$ cat src/rtl/ascon_pack.sv
// ascon_pack: shared Ascon state type, FSM encoding, round-constant and S-box tables
package ascon_pack;
  localparam int ROUNDS_A = 12;
  localparam int ROUNDS_B = 6;
  typedef logic [4:0][63:0] type_state;
  typedef enum logic [1:0] {IDLE, RUN, DONE} type_fsm;
  localparam logic [7:0] RC [12] = '{
    8'hf0, 8'he1, 8'hd2, 8'hc3, 8'hb4, 8'ha5,
    8'h96, 8'h87, 8'h78, 8'h69, 8'h5a, 8'h4b
  };
  localparam logic [4:0] SBOX [32] = '{
    5'h04, 5'h0b, 5'h1f, 5'h14, 5'h1a, 5'h15, 5'h09, 5'h02,
    5'h1b, 5'h05, 5'h08, 5'h12, 5'h1d, 5'h03, 5'h06, 5'h1c,
    5'h1e, 5'h13, 5'h07, 5'h0e, 5'h00, 5'h0d, 5'h11, 5'h18,
    5'h10, 5'h0c, 5'h01, 5'h19, 5'h16, 5'h0a, 5'h0f, 5'h17
  };
  function automatic logic [63:0] ror(input logic [63:0] x, input int n);
    return (x >> n) | (x << (64 - n));
  endfunction
endpackage

$ cat src/rtl/ascon_permutation_engine_ps.sv
// ascon_ps: Ascon substitution layer, one 5-bit S-box per bit column (x0 is the MSB)
module ascon_ps
  import ascon_pack::*;
(
  input  type_state state,
  output type_state sub
);
  for (genvar j = 0; j < 64; j++) begin : g_col
    logic [4:0] y;
    assign y = SBOX[{state[0][j], state[1][j], state[2][j], state[3][j], state[4][j]}];
    assign {sub[0][j], sub[1][j], sub[2][j], sub[3][j], sub[4][j]} = y;
  end
endmodule

$ cat src/rtl/ascon_pl.sv
// ascon_pl: Ascon linear diffusion layer, one rotate-xor pair per state word
module ascon_pl
  import ascon_pack::*;
(
  input  type_state state,
  output type_state diff
);
  assign diff[0] = state[0] ^ ror(state[0], 19) ^ ror(state[0], 28);
  assign diff[1] = state[1] ^ ror(state[1], 61) ^ ror(state[1], 39);
  assign diff[2] = state[2] ^ ror(state[2], 1)  ^ ror(state[2], 6);
  assign diff[3] = state[3] ^ ror(state[3], 10) ^ ror(state[3], 17);
  assign diff[4] = state[4] ^ ror(state[4], 7)  ^ ror(state[4], 41);
endmodule

$ cat src/rtl/ascon_permutation_engine.sv
// ascon_permutation_engine: iterative Ascon pa/pb permutation, one full round per clock
module ascon_permutation_engine
  import ascon_pack::*;
(
  input  logic       clock_i,
  input  logic       resetb_i,
  input  logic       start_i,
  input  logic       mode_i,
  input  type_state  state_i,
  output type_state  state_o,
  output logic [3:0] round_o,
  output logic       busy_o,
  output logic       done_o
);
  localparam logic [3:0] LAST = 4'(ROUNDS_A - 1);
  type_fsm fsm, fsm_nx;
  type_state st, pc, ps, pl;
  logic [3:0] rnd;
  always_comb begin
    pc = st;
    pc[2][7:0] = st[2][7:0] ^ RC[rnd];
  end
  ascon_ps u_ps (.state(pc), .sub(ps));
  ascon_pl u_pl (.state(ps), .diff(pl));
  always_comb begin
    fsm_nx = fsm == IDLE ? (start_i ? RUN : IDLE) :
             fsm == RUN  ? (rnd == LAST ? DONE : RUN) : IDLE;
  end
  always_ff @(posedge clock_i or negedge resetb_i) begin
    if (!resetb_i) begin
      fsm <= IDLE;
      st  <= '0;
      rnd <= '0;
    end else begin
      fsm <= fsm_nx;
      if (fsm == IDLE && start_i) begin
        st  <= state_i;
        rnd <= mode_i ? 4'd0 : 4'(ROUNDS_A - ROUNDS_B);
      end else if (fsm == RUN) begin
        st  <= pl;
        rnd <= rnd == LAST ? LAST : rnd + 4'd1;
      end
    end
  end
  assign state_o = st;
  assign round_o = rnd;
  assign busy_o  = fsm == RUN;
  assign done_o  = fsm == DONE;
endmodule

$ cat config.mk
export PLATFORM = sky130hd
export DESIGN_NAME = ascon_permutation_engine
export DESIGN_NICKNAME = d
export VERILOG_FILES = /design/src/rtl/ascon_pack.sv /design/src/rtl/ascon_permutation_engine_ps.sv /design/src/rtl/ascon_pl.sv /design/src/rtl/ascon_permutation_engine.sv
export SDC_FILE = /design/constraint.sdc
export NUM_CORES = 2
export LEC_CHECK = 0
export ABC_CLOCK_PERIOD_IN_PS = 7000
export CORE_MARGIN = 3
export CORE_UTILIZATION = 60
export DETAILED_ROUTE_END_ITERATION = 7
export PLACE_DENSITY = 0.89
export SYNTH_ARGS = -nofsm -noshare
export SYNTH_HDL_FRONTEND = slang
export SYNTH_HIERARCHICAL = 1
export SYNTH_SLANG_ARGS = --single-unit
$ cat constraint.sdc
create_clock -name clock_i -period 7 [get_ports clock_i]
set_input_delay 1.05 -clock clock_i [delete_from_list [all_inputs] [get_ports clock_i]]
set_output_delay 1.05 -clock clock_i [all_outputs]
set_load 0.01 [all_outputs]
## After elaboration in Yosys (flattened, before gate mapping)

Memory sizes are Yosys's and may differ from the RTL's.
Cells that the tools add are included.

| cells by class | value |
|---|---|
| add/sub/neg operators | 1 |
| magnitude comparators | 65 |
| equal/unequal tests | 3 |
| muxes and demuxes | 140 |
| bitwise gates (word level) | 86 |
| reduce and logical (&&, ||, !) cells | 3 |

Operator list:

| kind | number |
|---|---|
| 320-bit two-way mux | 2 |
| 5-bit two-way mux | 128 |
| 64-bit XOR | 10 |
| 6-bit >= comparator, second input constant | 64 |
| 5-bit inverter with 6-bit output | 64 |
| 23-bit by 64-bit bitwise OR with 64-bit output | 1 |
| 25-bit by 64-bit bitwise OR with 64-bit output | 1 |
| 3-bit by 64-bit bitwise OR with 64-bit output | 1 |
| 36-bit by 64-bit bitwise OR with 64-bit output | 1 |
| 45-bit by 64-bit bitwise OR with 64-bit output | 1 |
| 47-bit by 64-bit bitwise OR with 64-bit output | 1 |
| 54-bit by 64-bit bitwise OR with 64-bit output | 1 |
| 57-bit by 64-bit bitwise OR with 64-bit output | 1 |
| 58-bit by 64-bit bitwise OR with 64-bit output | 1 |
| 63-bit by 64-bit bitwise OR with 64-bit output | 1 |
| 8-bit two-way mux | 2 |
| 4-bit two-way mux | 3 |
| 8-bit XOR | 1 |
| 2-bit two-way mux | 3 |
| 5-bit >= comparator, second input constant | 1 |
| 4-bit inverter with 5-bit output | 1 |
| 4-bit by 1-bit adder with 4-bit output, second input constant | 1 |
| 4-bit equality test, second input constant | 1 |
| 3-bit two-way mux | 1 |
| 6 further kinds | 6 |

| word-level totals | value |
|---|---|
| flip-flop bits (word level) | 326 |
| bits in read-only memories | 10368 |
| input bits | 324 |
| output and inout port bits | 326 |
| word-level logic and storage cells | 370 |
| memories | 65 |

Memory list:

| name | depth | width | read ports | clocked after memory_dff | write ports | RTL line | RTL |
|---|---|---|---|---|---|---|---|
| (name not given) | 32 | 5 | 1 | 0 | 0 | ascon_permutation_engine_ps.sv:10 | `assign y = SBOX[{state[0][j], state[1][j], state[2][j], state[3][j], state[4][j]}];` |
| (name not given) | 32 | 5 | 1 | 0 | 0 | ascon_permutation_engine_ps.sv:10 |  |
| (name not given) | 32 | 5 | 1 | 0 | 0 | ascon_permutation_engine_ps.sv:10 |  |
| (name not given) | 32 | 5 | 1 | 0 | 0 | ascon_permutation_engine_ps.sv:10 |  |
| (name not given) | 32 | 5 | 1 | 0 | 0 | ascon_permutation_engine_ps.sv:10 |  |
| (name not given) | 32 | 5 | 1 | 0 | 0 | ascon_permutation_engine_ps.sv:10 |  |
| +59 memories | n/a | n/a | n/a | n/a | n/a | n/a |  |

## Logic depth before layout (Yosys ltp)

| depth | value |
|---|---|
| word-level depth | 14 |
| mapped depth | 10 |
| depth with buffers taken out | 10 |

## Hierarchy

Netlist, hierarchy kept.

Modules (own cells, without submodules):

| module | times used | cells an instance | area an instance (um2) | sequential area each (um2) |
|---|---|---|---|---|
| ascon_permutation_engine | 1 | 1736 | 16405.7 | 8157.8 |
| ascon_ps | 1 | 1921 | 13659.4 | 0.0 |
| ascon_pl | 1 | 320 | 7611.0 | 0.0 |

## Worst setup path after synthesis

OpenSTA, ideal clock, no wires.

| timing path | value |
|---|---|
| kind | register to register |
| start | register rnd[2], in the netlist round_o[2] |
| end | register st (netlist bit state_o[6]) |
| setup time | 122 ps |
| data arrival time | 2329 ps |
| data required time | 6878 ps |
| setup slack | 4548 ps |
| cell stages (with the launch flop) | 11 |
| path buffers | 0 |
| clock period less this slack | 2452 ps |
| cell sequence | dfrtp_1 -> nor2b_1 -> xnor2_1 -> inv_1 -> ha_1 -> xor2_1 -> nor2_1 -> a21oi_1 -> xor3_1 -> a22oi_2 -> nand2_1 |

RTL lines:

| element | RTL line | RTL |
|---|---|---|
| start, declared | ascon_permutation_engine.sv:18 | `logic [3:0] rnd;` |
| start signal, assigned | ascon_permutation_engine.sv:38 | `rnd <= mode_i ? 4'd0 : 4'(ROUNDS_A - ROUNDS_B);` |
| start signal, assigned | ascon_permutation_engine.sv:41 | `rnd <= rnd == LAST ? LAST : rnd + 4'd1;` |
| end signal, assigned | ascon_permutation_engine.sv:37 | `st <= state_i;` |
| end signal, assigned | ascon_permutation_engine.sv:40 | `st <= pl;` |
| end, declared | ascon_permutation_engine.sv:17 | `type_state st, pc, ps, pl;` |

## Final worst setup path

| timing path | value |
|---|---|
| start | register fsm[0] |
| end | output port busy_o |

| on the way | value |
|---|---|
| cells in the longest elaborated chain, start to end | 1 |

Ends and longest elaborated chain:

| element | RTL line | RTL |
|---|---|---|
| start, declared | ascon_permutation_engine.sv:16 | `type_fsm fsm, fsm_nx;` |
| start signal, assigned | ascon_permutation_engine.sv:35 | `fsm <= fsm_nx;` |
| 2-bit by 1-bit equality test with 1-bit output | ascon_permutation_engine.sv:47 | `assign busy_o = fsm == RUN;` |
| end, declared | ascon_permutation_engine.sv:12 | `output logic busy_o,` |

No other way between the ends.

==> implementation parameters <==
Parameter                              Value

Status
  Outcome ... finished with violations
  Violations in the final reports ... max-capacitance violations, max-slew violations

Synthesis
  Count of flip-flops with a built-in enable after synthesis ... 0
  Register bit total from synthesis ... 326
  Async set or reset register ratio after synthesis ... 100%
  Post-synthesis cell type count ... 48
  Post-synth top cells ... sky130_fd_sc_hd__nand2_1 (756), sky130_fd_sc_hd__ha_1 (367), sky130_fd_sc_hd__dfrtp_1 (326)
  Dominant register cell in the synthesized netlist ... sky130_fd_sc_hd__dfrtp_1
  Top cells by area, synth ... sky130_fd_sc_hd__dfrtp_1 (22%), sky130_fd_sc_hd__xor3_1 (20%), sky130_fd_sc_hd__ha_1 (12%)
  Synth Warn # ... 6
  Proportion of netlist area held by the largest area contributor ... 21.7%
  Syn Std Cell Area ... 37700 sq um
  Area leader, netlist ... sky130_fd_sc_hd__dfrtp_1
  Sequential fraction of the synthesis area ... 21.7%
  Post-Syn Nets ... 4668
  Average cell area after synthesis ... 9.47 sq um
  Number of cells produced by synthesis ... 3977
  Most instantiated library cell after synthesis ... sky130_fd_sc_hd__nand2_1

Clock tree
  TritonCTS Buffers ... 41
  Later-pin clock latency in the skew report ... 0.60 ns
  Maximum number of buffers from clock root to sink ... 3
  Setup Fix Bufs, Post-CTS ... 0
  Post-CTS resize count ... 0
  Clock transition at path regs ... 0.07 ns
  Cell chosen for the clock root ... sky130_fd_sc_hd__clkbuf_16
  H-tree level count ... 2
  Cts-stage hold buffer count ... 0
  CTS tree ... built
  Num Clock Sinks ... 326

Global route
  Global-route track usage on met1 ... 54.5%
  Total global-route track usage ... 45.5%
  Wire length of the first global-routing pass ... 216 mm
  Busiest grt layer ... met2
  Met2 capacity usage during global routing ... 67.0%
  Remaining global-route overflow ... 0
  Met3 Track Usage GR ... 15.6%
  Largest net degree at the start of global routing ... 180
  Via count of the first global-routing pass ... 30.6k
  Antenna violations before repair ... 7

Final layout
  Synth-to-layout area growth ... 15.4%
  NumNets Final ... 4887
  Filler-free cell count of the finished design ... 5070
  Layout cells sized above 1 ... 5.13%

Placed design
  Port bufs ... 649
  Total placed cells including tap cells ... 4990
  Post-DP HPWL ... 123 mm
  RePlAce Congestion ... 1.11

Floorplan
  Chip Height ... 257 um
  Starting density of the core ... 60.8%
  Core Region ... 61900 sq um
  Die Width ... 257 um
  Number of top-level pins ... 650
  Overall die area ... 65800 sq um
  Row cnt ... 91

STA
  Max Transition Viols Final ... 1
  Setup-violating endpoint count in the final report ... 0
  Relative slew slack ... -0.00487%
  Fmax ... 278 MHz
  Post-layout minimum cycle time ... 3.60 ns
  Post-route setup TNS ... 0 ns
  RSZ-0062 raised after global routing ... no
  Clock Skews ... 0.0346 ns
  Transition time at the pin with the least slew margin ... 1.48 ns
  Fin. Hold Viols ... 0
  Ratio of final minimum period to clock period ... 51.4%

Critical path
  Signal arrival time at the worst endpoint ... 2.55 ns
  Startpoint kind of the worst setup timing path ... register
  Peak per-stage delay on the critical path ... 0.68 ns
  Largest fanout on the critical path ... 154
  Cells traversed along the worst timing path ... nand2b_4 -> clkinv_8 -> clkdlybuf4s50_1
  Type of the setup path with the least slack ... reg -> out
  Slowest CP cell ... sky130_fd_sc_hd__clkdlybuf4s50_1
  Required time at the endpoint of the critical path ... 5.95 ns
  Worst-case register-to-register setup slack ... 3.45 ns
  Worst Setup End Kind ... output pin

Job
  Max-cap violation count ... 1

Route
  Detailed Route Iter0 Violations ... 5176
  Total wire length after detailed routing ... 156 mm
  DR vias ... 32.8k
  Number of nets with antenna violations after detailed routing ... 0
  Count of unresolved DRC violations after routing ... 0
  Via density ... 6.47
  Detailed Routing Iterations Pass 1 ... 8
  Routed length per instance ... 30.8 um

Worst hold path
  Hold/Removal Path Class ... in -> async
## layer usage
| metal | wire (um) | up-vias |
|---|---|---|
| met5 | 69 | - |
| met4 | 15500 | 6 |
| met3 | 22200 | 643 |
| met2 | 65700 | 2699 |
| met1 | 52900 | 15700 |
| li1 | - | 13800 |
## worst max-delay path: cells and delay by family (launching register included)
family	cells	cell delay, ns
and+or+nand+nor	1	0.14
DFF	1	0.54
buffers and inverters	2	1.24
## registers in the layout (all words and copies together) (netlist names)
signal,flops
state_o,320
round_o,4
fsm,2
## cell usage in the layout, fill, tap and decap left out, types with 18 or more instances in the layout
cell type | Yosys | final
sky130_fd_sc_hd__nor3_1 | 144 | 144
sky130_fd_sc_hd__clkdlybuf4s50_1 | 0 | 648
sky130_fd_sc_hd__buf_4 | 321 | 18
sky130_fd_sc_hd__nor2_1 | 214 | 214
sky130_fd_sc_hd__a21oi_1 | 183 | 183
sky130_fd_sc_hd__a22oi_1 | 304 | 304
sky130_fd_sc_hd__dfrtp_1 | 326 | 326
sky130_fd_sc_hd__nand2_1 | 756 | 756
sky130_fd_sc_hd__o32a_1 | 18 | 18
sky130_fd_sc_hd__xor2_1 | 136 | 136
sky130_fd_sc_hd__xnor2_1 | 85 | 85
sky130_fd_sc_hd__ha_1 | 367 | 367
sky130_fd_sc_hd__mux2_2 | 58 | 58
sky130_fd_sc_hd__clkbuf_16 | 0 | 43
sky130_fd_sc_hd__and3_1 | 20 | 20
sky130_fd_sc_hd__and2_4 | 18 | 18
sky130_fd_sc_hd__nand2b_1 | 23 | 23
sky130_fd_sc_hd__a22oi_2 | 21 | 21
sky130_fd_sc_hd__o21ai_0 | 160 | 160
sky130_fd_sc_hd__a221oi_2 | 18 | 18
sky130_fd_sc_hd__nor2b_1 | 23 | 23
sky130_fd_sc_hd__inv_1 | 187 | 187
sky130_fd_sc_hd__xor3_1 | 319 | 319
## per-stage QoR
| stage | hold slack (ns) | instance area (sq um) | utilization [%] | worst slack, ns |
|---|---|---|---|---|
| after floorplan | 0.464 | 37700 | - | 4.55 |
| after global placement | 0.488 | 41900 | 67.7 | 3.69 |
| after detailed placement | 0.492 | 41900 | 67.7 | 3.66 |
| after CTS | 0.431 | 43500 | 70.2 | 3.41 |
| after global routing | 0.454 | 43500 | 70.2 | 3.33 |
| final | 0.418 | 43500 | 70.2 | 3.40 |
## cells by family (layout without fill, tap and decap cells)
family	count (synthesis)	after routing	share of synthesized area, %
AOI/OAI and AO/OA	769	769	13.9
xor gates and xnor gates	541	541	25.3
adders and majority gates	376	376	12.4
buffers and inverters	684	935	11.3
DFF	326	326	21.7
muxes	60	60	1.79
other	0	5	0
and+or+nand+nor	1221	1221	13.6
## final timing paths
check,start,endpoint,cells past startpoint
setup / recovery,fsm[0],busy_o,3
min in group clock_i,state_o[239],state_o[239],2
hold / removal,resetb_i,state_o[136],1
setup reg to reg,state_o[200],state_o[72],7
max in group asynchronous,resetb_i,state_o[98],2
hold reg to reg,state_o[239],state_o[239],2
## area by class of cell
cell class | count | area [sq um]
Clock inverter | 20 | 357
Fill cell | 4554 | 18500
Multi-Input combinational cell | 2967 | 25300
Tap cell | 837 | 1050
Clock buffer | 55 | 1170
Inverter | 188 | 718
Antenna cell | 5 | 12.5
Sequential cell | 326 | 8160
Timing Repair Buffer | 672 | 6740
Power is left out: the tool's default activity adds up to more than one toggle a clock period on the data nets, which glitch-free logic cannot reach.
